File: config.mk
export PLATFORM = sky130hd
export DESIGN_NAME = store_buffer
export DESIGN_NICKNAME = d
export VERILOG_FILES = /design/src/rtl/sb_pkg.sv /design/src/rtl/sb_match.sv /design/src/rtl/store_buffer.sv
export SDC_FILE = /design/constraint.sdc
export NUM_CORES = 1
export LEC_CHECK = 0
export CORE_UTILIZATION = 40
export DETAILED_ROUTE_END_ITERATION = 7
export GPL_ROUTABILITY_DRIVEN = 0
export PLACE_DENSITY = 0.71
export SYNTH_ARGS = -nofsm -noshare
export SYNTH_HDL_FRONTEND = slang
export SYNTH_SLANG_ARGS = --single-unit
File: constraint.sdc
create_clock -name clk -period 3.6 [get_ports clk]
set_input_delay 0.36 -clock clk [delete_from_list [all_inputs] [get_ports clk]]
set_output_delay 0.36 -clock clk [all_outputs]
set_load 0.01 [all_outputs]
File: src/rtl/sb_pkg.sv
// Shared types and constants for the store buffer: drain states, entry layout,
// default geometry and the power-of-two depth check.
package sb_pkg;

    localparam int SB_DEPTH = 4;
    localparam int SB_AW    = 32;
    localparam int SB_DW    = 32;

    typedef enum logic [0:0] {
        SB_IDLE  = 1'b0,
        SB_DRAIN = 1'b1
    } sb_state_e;

    typedef struct packed {
        logic [SB_AW-1:0] addr;
        logic [SB_DW-1:0] data;
    } sb_entry_t;

    function automatic bit sb_is_pow2(input int unsigned n);
        return (n >= 32'd2) && ((n & (n - 32'd1)) == 32'd0);
    endfunction

    localparam bit SB_DEPTH_OK = sb_is_pow2(SB_DEPTH);

endpackage

File: src/rtl/sb_match.sv
// Youngest-match search over the pending entries of the store buffer.
// Entries are scanned oldest to youngest so the last hit is the youngest one.
module sb_match
    import sb_pkg::*;
#(
    parameter  int DEPTH = SB_DEPTH,
    localparam int PTR_W = $clog2(DEPTH),
    localparam int CNT_W = PTR_W + 1
) (
    input  sb_entry_t              entries_i [DEPTH],
    input  logic [PTR_W-1:0]       head_i,
    input  logic [CNT_W-1:0]       count_i,
    input  logic [SB_AW-1:0]       addr_i,
    output logic                   hit_o,
    output logic [PTR_W-1:0]       hit_idx_o
);

    logic [PTR_W-1:0] pos_s;
    logic             match_s;

    // Walk from head over count entries; later matches override earlier ones.
    always_comb begin
        hit_o     = 1'b0;
        hit_idx_o = {PTR_W{1'b0}};
        pos_s     = {PTR_W{1'b0}};
        match_s   = 1'b0;
        for (int i = 0; i < DEPTH; i++) begin
            pos_s     = head_i + PTR_W'(i);
            match_s   = (CNT_W'(i) < count_i) && (entries_i[pos_s].addr == addr_i);
            hit_o     = hit_o | match_s;
            hit_idx_o = match_s ? pos_s : hit_idx_o;
        end
    end

endmodule

File: src/rtl/store_buffer.sv
// Posted-write store buffer between core data port and RAM write port.
// Macro STORE_FWD_EN: forward pending stores to loads; otherwise stall hazarding loads.
module store_buffer
    import sb_pkg::*;
#(
    parameter int DEPTH = SB_DEPTH,
    parameter int AW    = SB_AW,
    parameter int DW    = SB_DW
) (
    input  logic          clk,
    input  logic          reset,
    input  logic          cpu_we,
    input  logic          cpu_re,
    input  logic [AW-1:0] cpu_addr,
    input  logic [DW-1:0] cpu_wdata,
    output logic [DW-1:0] cpu_rdata,
    output logic          cpu_stall,
    output logic          sb_empty,
    output logic          mem_req,
    output logic [AW-1:0] mem_addr,
    output logic [DW-1:0] mem_wdata,
    input  logic          mem_ready,
    output logic [AW-1:0] mem_raddr,
    input  logic [DW-1:0] mem_rdata
);

    localparam int PTR_W = $clog2(DEPTH);
    localparam int CNT_W = PTR_W + 1;
    localparam logic [CNT_W-1:0] FULL_CNT = CNT_W'(DEPTH);

    if (!(SB_DEPTH_OK && sb_is_pow2(DEPTH) && (AW == SB_AW) && (DW == SB_DW))) begin : g_cfg_check
        $error("store_buffer: DEPTH must be a power of two >= 2 and AW/DW must match sb_pkg");
    end

    sb_entry_t        entries_q [DEPTH];
    logic [PTR_W-1:0] head_q, head_d;
    logic [PTR_W-1:0] tail_q, tail_d;
    logic [CNT_W-1:0] count_q, count_d;
    sb_state_e        state_q, state_d;

    logic             mem_req_s;
    logic             pop_s;
    logic             push_s;
    logic             full_stall_s;
    logic             hit_s;
    logic [PTR_W-1:0] hit_idx_s;

    sb_match #(.DEPTH(DEPTH)) u_match (
        .entries_i (entries_q),
        .head_i    (head_q),
        .count_i   (count_q),
        .addr_i    (cpu_addr),
        .hit_o     (hit_s),
        .hit_idx_o (hit_idx_s)
    );

    // A full buffer still accepts a store when the head retires in the same cycle.
    assign pop_s        = mem_req_s && mem_ready;
    assign full_stall_s = cpu_we && (count_q == FULL_CNT) && !pop_s;

`ifdef STORE_FWD_EN
    assign cpu_stall = full_stall_s;
    assign cpu_rdata = (cpu_re && hit_s) ? entries_q[hit_idx_s].data : mem_rdata;
`else
    logic unused_hit_idx_s;
    assign unused_hit_idx_s = ^hit_idx_s;
    assign cpu_stall = full_stall_s || (cpu_re && hit_s);
    assign cpu_rdata = mem_rdata;
`endif

    assign push_s    = cpu_we && !cpu_stall;
    assign sb_empty  = (count_q == {CNT_W{1'b0}});
    assign mem_req   = mem_req_s;
    assign mem_addr  = entries_q[head_q].addr;
    assign mem_wdata = entries_q[head_q].data;
    assign mem_raddr = cpu_addr;

    // Pointer and occupancy next-state.
    always_comb begin
        head_d  = pop_s  ? head_q + PTR_W'(1) : head_q;
        tail_d  = push_s ? tail_q + PTR_W'(1) : tail_q;
        count_d = count_q + CNT_W'(push_s) - CNT_W'(pop_s);
    end

    // Drain FSM next-state.
    always_comb begin
        state_d = state_q;
        case (state_q)
            SB_IDLE:  state_d = (count_d != {CNT_W{1'b0}}) ? SB_DRAIN : SB_IDLE;
            SB_DRAIN: state_d = (pop_s && (count_d == {CNT_W{1'b0}})) ? SB_IDLE : SB_DRAIN;
            default:  state_d = SB_IDLE;
        endcase
    end

    // Drain FSM outputs.
    always_comb begin
        mem_req_s = 1'b0;
        case (state_q)
            SB_IDLE:  mem_req_s = 1'b0;
            SB_DRAIN: mem_req_s = 1'b1;
            default:  mem_req_s = 1'b0;
        endcase
    end

    // State, pointer and count registers.
    always_ff @(posedge clk) begin
        if (!reset) begin
            state_q <= SB_IDLE;
            head_q  <= {PTR_W{1'b0}};
            tail_q  <= {PTR_W{1'b0}};
            count_q <= {CNT_W{1'b0}};
        end else begin
            state_q <= state_d;
            head_q  <= head_d;
            tail_q  <= tail_d;
            count_q <= count_d;
        end
    end

    // Entry storage, written at tail on an accepted store.
    always_ff @(posedge clk) begin
        if (!reset) begin
            for (int i = 0; i < DEPTH; i++) begin
                entries_q[i] <= '0;
            end
        end else if (push_s) begin
            entries_q[tail_q] <= '{addr: cpu_addr, data: cpu_wdata};
        end else begin
            entries_q <= entries_q;
        end
    end

endmodule

### Word level (Yosys, flattened, before mapping)

Cells that the tools add are included.

* register bits: 264
* bits of input ports: 101

* $add $sub $neg: 6
* magnitude comparators: 10
* eq/ne operators: 5
* mux-type cells: 19
* bitwise logic cells: 9
* reductions and logical operators: 17

Operators with widths (number)
* $mux W64: 9
* $bmux W64 S2: 4
* $bwmux W256: 1
* $demux W64 S2: 1
* $eq A32 B32 Y1: 4
* $ge A3 B3 Y1 const B: 5
* $not A2 Y3: 5
* $logic_and A1 B1 Y1: 11
* $logic_not A3 Y1: 2
* $lt A1 B3 Y1 const A: 2
* $lt A2 B3 Y1 const A: 2
* $add A2 B1 Y2 const B: 2
* $add A2 B2 Y2 const B: 2
* $pmux W1 S2: 2
* $add A3 B1 Y3: 1
* $eq A3 B3 Y1 const B: 1
* $lt A3 B1 Y1 const B: 1
* $or A1 B1 Y1: 3
* $reduce_bool A3 Y1: 1
* $sub A3 B1 Y3: 1
* $logic_not A1 Y1: 2
* $mux W1: 2
* $logic_or A1 B1 Y1: 1
* $not A1 Y1: 1

### Logic depth before layout (Yosys ltp)

* depth after elaboration: 20
* gate-level depth with buffers: 21
* depth with buffers taken out: 17

### Cells and area by module

A second synthesis with hierarchy kept.

* cell total of the unflattened synthesis: 1611
* area total of the unflattened synthesis: 17006.3 um^2

Modules (own cells, without submodules)
* store_buffer: times used 1, cells an instance 1095, area each 11945.2 um^2
* sb_match: times used 1, cells an instance 516, area each 5061.1 um^2

### Least setup slack after synthesis

OpenSTA, ideal clock, no wires.

* path kind: register -> register
* start: reg head_q[1]
* end: reg state_q
* setup time: 0.125 ns
* arrival: 3.855 ns
* data required time: 3.475 ns
* path slack: -0.380 ns
* stages on the path, launching flop included: 20
* buffers on the path: 3
* cells stage by stage: dfxtp_1 -> buf_4 -> buf_6 -> inv_4 -> buf_2 -> mux2i_1 -> xor2_1 -> nor4_1 -> nand4_1 -> nor4_1 -> o41ai_2 -> and3_1 -> inv_1 -> ha_1 -> inv_1 -> ha_1 -> inv_1 -> fa_1 -> inv_1 -> o41a_1

* elaborated cells between the ends (all ways): 42
* classes of those cells: add/sub: 5; eq/ne: 4; mux: 15; bitwise: 7; reduce/logical: 11

RTL lines
* start, declared: RTL line store_buffer.sv:36 `logic [PTR_W-1:0] head_q, head_d;`
* start signal, assigned: RTL line store_buffer.sv:109 `head_q <= {PTR_W{1'b0}};`
* $not A2 Y3 *
* $bmux W64 S2 *
* $mux W64 * (2 in a row)
* named net mem_addr[2]: RTL line store_buffer.sv:20 `output logic [AW-1:0] mem_addr,`
* $eq A32 B32 Y1 *: RTL line sb_match.sv:29 `match_s = (CNT_W'(i) < count_i) && (entries_i[pos_s].addr == addr_i);`
* $logic_and A1 B1 Y1 *: RTL line sb_match.sv:29
* $or A1 B1 Y1 * (3 in a row): RTL line sb_match.sv:30 `hit_o = hit_o | match_s;`
* $logic_and A1 B1 Y1 *: RTL line store_buffer.sv:67 `assign cpu_stall = full_stall_s || (cpu_re && hit_s);`
* $logic_or A1 B1 Y1 *: RTL line store_buffer.sv:67
* $logic_not A1 Y1 *: RTL line store_buffer.sv:71 `assign push_s = cpu_we && !cpu_stall;`
* $logic_and A1 B1 Y1 *: RTL line store_buffer.sv:71
* $add A3 B1 Y3 *: RTL line store_buffer.sv:82 `count_d = count_q + CNT_W'(push_s) - CNT_W'(pop_s);`
* $sub A3 B1 Y3 *: RTL line store_buffer.sv:82
* $logic_not A3 Y1: RTL line store_buffer.sv:90 `SB_DRAIN: state_d = (pop_s && (count_d == {CNT_W{1'b0}})) ? SB_IDLE : SB_DRAIN;`
* $logic_and A1 B1 Y1: RTL line store_buffer.sv:90
* $mux W1: RTL line store_buffer.sv:90
* $pmux W1 S2 *: RTL line store_buffer.sv:88 `case (state_q)`
* end signal, assigned: RTL line store_buffer.sv:113 `state_q <= state_d;`
* end, declared: RTL line store_buffer.sv:39 `sb_state_e state_q, state_d;`

The timed path passes the listed nets; every way through them passes the cells marked *. The select of a mux whose other input is x is not followed.
A chain may end at the register's enable or synchronous reset.

### Worst setup path in the final report

* start: reg head_q[0]
* end: reg state_q

* longest elaborated chain between the ends: 20
* elaborated cells between the ends (all ways): 42
* classes of those cells: add/sub: 5; eq/ne: 4; mux: 15; bitwise: 7; reduce/logical: 11

Ends and longest elaborated chain
* $add A2 B1 Y2: RTL line sb_match.sv:28 `pos_s = head_i + PTR_W'(i);`
* $not A2 Y3 (not written as such): RTL line sb_match.sv:29
* $bmux W64 S2: RTL line sb_match.sv:29
* $mux W64 (not written as such) (2 in a row): RTL line sb_match.sv:29
* $eq A32 B32 Y1: RTL line sb_match.sv:29
* $logic_and A1 B1 Y1: RTL line sb_match.sv:29
* $or A1 B1 Y1 (2 in a row): RTL line sb_match.sv:30
* $or A1 B1 Y1 *: RTL line sb_match.sv:30
* [... 2 more ...]
* $logic_not A1 Y1 *: RTL line store_buffer.sv:71
* $logic_and A1 B1 Y1 *: RTL line store_buffer.sv:71
* $add A3 B1 Y3 *: RTL line store_buffer.sv:82
* $sub A3 B1 Y3 *: RTL line store_buffer.sv:82
* $logic_not A3 Y1: RTL line store_buffer.sv:90
* $logic_and A1 B1 Y1: RTL line store_buffer.sv:90
* $mux W1: RTL line store_buffer.sv:90
* $pmux W1 S2 *: RTL line store_buffer.sv:88

Mark *: on every way between the ends. The rest lies on a longest branch, timed or not. The select of a mux whose other input is x is not followed.

==> run summary <==
Synth area leader - dfxtp_1
Max Cap Viol - 0
port buffer count - 167
largest net degree at the start of global routing - 138
status - complete, but fails checks
CTS max path bufs - 3
Tot Pwr - 11000 uW
boundary pin count - 232
Mapped Nets - 1680
CP arrival - 4620 ps
Fin. Hold Viols - 0
Syn Std Cell Area - 15800 um^2
most common cell after layout, fill and taps aside - nand2_1
Worst slew margin - 41.9%
Vias - 13400
initial antenna violation count - 0
Setup Skew - 24.2 ps
fin crit period - 4140 ps
first-pass GRT wire length - 74400 um
Seq cells post-synth - 264
Pwr per Cell Area - 506 nW/um^2
violations in the final reports - setup timing
CP required - 4080 ps
CTS Buf Count - 31
max frequency - 0.241 GHz
# clock sinks - 264
Synth Flop Type - dfxtp_1
first-pass detailed-route iteration total - 5
chip width - 201 um
CTS tree - yes
top-area cell type share of the netlist area - 33.5%
WS Path Type - reg2reg
drt drc - 0
Synth area leaders - dfxtp_1 (34%), mux2i_1 (23%), mux4_2 (11%)
GRT Total Usage - 23.2%
Final Cell Area - 21700 um^2
LEAKAGE - 0.00975 uW
Comb pwr share - 39.1%
H-tree Lvls - 1
Flop pwr share - 30.9%
worst-skew pair later-pin latency - 600 ps
fin. max-slew vios - 0
die area - 40200 um^2
Routed WL per cell - 21.3 um
Worst Path Max Fanout - 14
die height - 201 um
Switching Share - 32.2%
Core Rows - 72
Final period util - 115%
CTS clock-pin slew for the worst setup and hold paths - 60 ps
most frequent cells in the layout - nand2_1 (350), mux2i_1 (328), dfxtp_1 (262)
RSZ-0062 raised after global routing - yes
diode count - 0
Final setup viols - 128
Post-synth EDFFs - 0
internal cell power - 7450 uW
vias in the first global route - 13300
total core area - 38700 um^2
Placed Area - 19500 um^2
setup ws final - -542 ps
worst vdd ir - 0.457 mV
drt total wl - 52000 um
syn_area_per_cell - 10.0 um^2
Worst-Margin Slew - 872 ps
antenna viol nets, final - 0
Async SR Flop Fraction - 0%
CP endpoint kind - register
Synth Warn # - 0
share of cells above drive strength 1 - 28.3%
dpl hpwl - 35400 um
grt total ovfl - 0
Root Driver - clkbuf_16
Synth cell types - 61
Via density - 5.50
fin nets - 2012
sequential area share after synthesis - 33.5%
hold buffer count at cts - 0
Clk pwr share - 30.0%
crit path launch type - register
Layout area overhead - 37.7%
worst hold path class - in2reg
sw power - 3540 uW
Synth Instances - 1570
Starting Density - 40.7%
DR iter-0 viols - 918
==> synthesized netlist by cell type, drive strengths merged, types with 3 or more instances <==
master / count
o211ai: 3
mux4: 74
o221ai: 4
mux2i: 370
buf: 135
nor2b: 3
a21oi: 9
dfxtp: 264
o21ai: 8
o2111ai: 4
o22ai: 12
xor2: 51
inv: 16
xnor2: 62
nand4: 20
a2111oi: 4
nor4: 12
o22a: 3
a22oi: 4
clkbuf: 61
nor3: 7
mux2: 20
nand2: 350
ha: 8
and2: 5
nand3: 16
nor2: 16
a211oi: 3
==> kinds of logic after synthesis <==
logic type | count (synthesis) | share of synthesized area (%)
XOR/XNOR | 113 | 6.28
buffers and inverters | 212 | 9.01
multiplexers | 464 | 35.6
AO/OA/AOI/OAI | 72 | 3.47
adder cells (fa/ha/maj) | 9 | 0.762
AND/OR/NAND/NOR | 436 | 11.4
flip-flops | 264 | 33.5
==> critical path: stages, from the launching register on <==
cell and delay (ps):
dfxtp_4 380, buf_12 170, buf_4 140, mux2i_1 320, xnor2_1 230, nor2_1 120
a311oi_1 320, o21bai_4 210, nor4_4 70, o41ai_4 460, and3_4 260, inv_2 40
ha_4 200, inv_2 60, ha_4 120, inv_2 30, fa_2 520, inv_1 40
o41a_1 300
==> what timing repair did <==
item                       CTS  global route
resized for setup            9            85
cloned                       1            25
setup buffers               11            11
pin swaps                    8            16
setup endpoints to repair   33           247
==> state kept, by name (all words and copies together), names as in the netlist <==
name       count
count_q        3
entries_q    256
head_q         2
state_q        1
tail_q         2
==> metal layers <==
layer | share of wire, % | track usage, %
met3 | 8.0 | 5.42
met2 | 48 | 39.4
met5 | 0 | 0
met1 | 39 | 28.4
met4 | 4.2 | 9.16
==> cell type report <==
class	instances	area, um^2
flip-flops and latches	264	5290
clock inverters	12	195
multi-input cells	1094	9530
well taps	518	648
clock buffers	44	865
repair buffers	495	5130
fillers	3225	17000
inverters	16	62.6
==> per-stage QoR <==
| stage | setup slack (ps) | std cells | hold slack, ps | setup TNS, ps | util [%] |
|---|---|---|---|---|---|
| final | -542 | 2443 | 286 | -5130 | 56.1 |
| after detailed placement | -523 | 2340 | 449 | -1160 | 50.4 |
| after global routing | -658 | 2443 | 363 | -34420 | 56.1 |
| after floorplan | -242 | 1570 | 435 | -257 | - |
| after CTS | -512 | 2408 | 323 | -1410 | 53.5 |
| after global placement | -545 | 2340 | 441 | -1230 | 50.4 |
==> path summary, 6_finish.rpt <==
| kind | cells after the start | to | slack (ps) | startpoint |
|---|---|---|---|---|
| worst min register to register | 2 | entries_q[68]$_SDFFE_PN0P_ | 460 | entries_q[68]$_SDFFE_PN0P_ |
| worst min-delay path | 3 | entries_q[93]$_SDFFE_PN0P_ | 290 | reset |
| worst max register to register | 18 | state_q$_SDFF_PN0_ | -540 | head_q[0]$_SDFFE_PN0P_ |
| worst max-delay path | 18 | state_q$_SDFF_PN0_ | -540 | head_q[0]$_SDFFE_PN0P_ |
==> power by group through the flow <==
stage	Sequential [uW]	Combinational, uW	Clock [uW]
after floorplan	3400	2310	0
after global routing	3430	4510	3460
final	3400	4290	3300
after CTS	3390	3820	3340
after global placement	3430	3690	0
after detailed placement	3450	3730	0
Power figures use the tool's default switching activity.
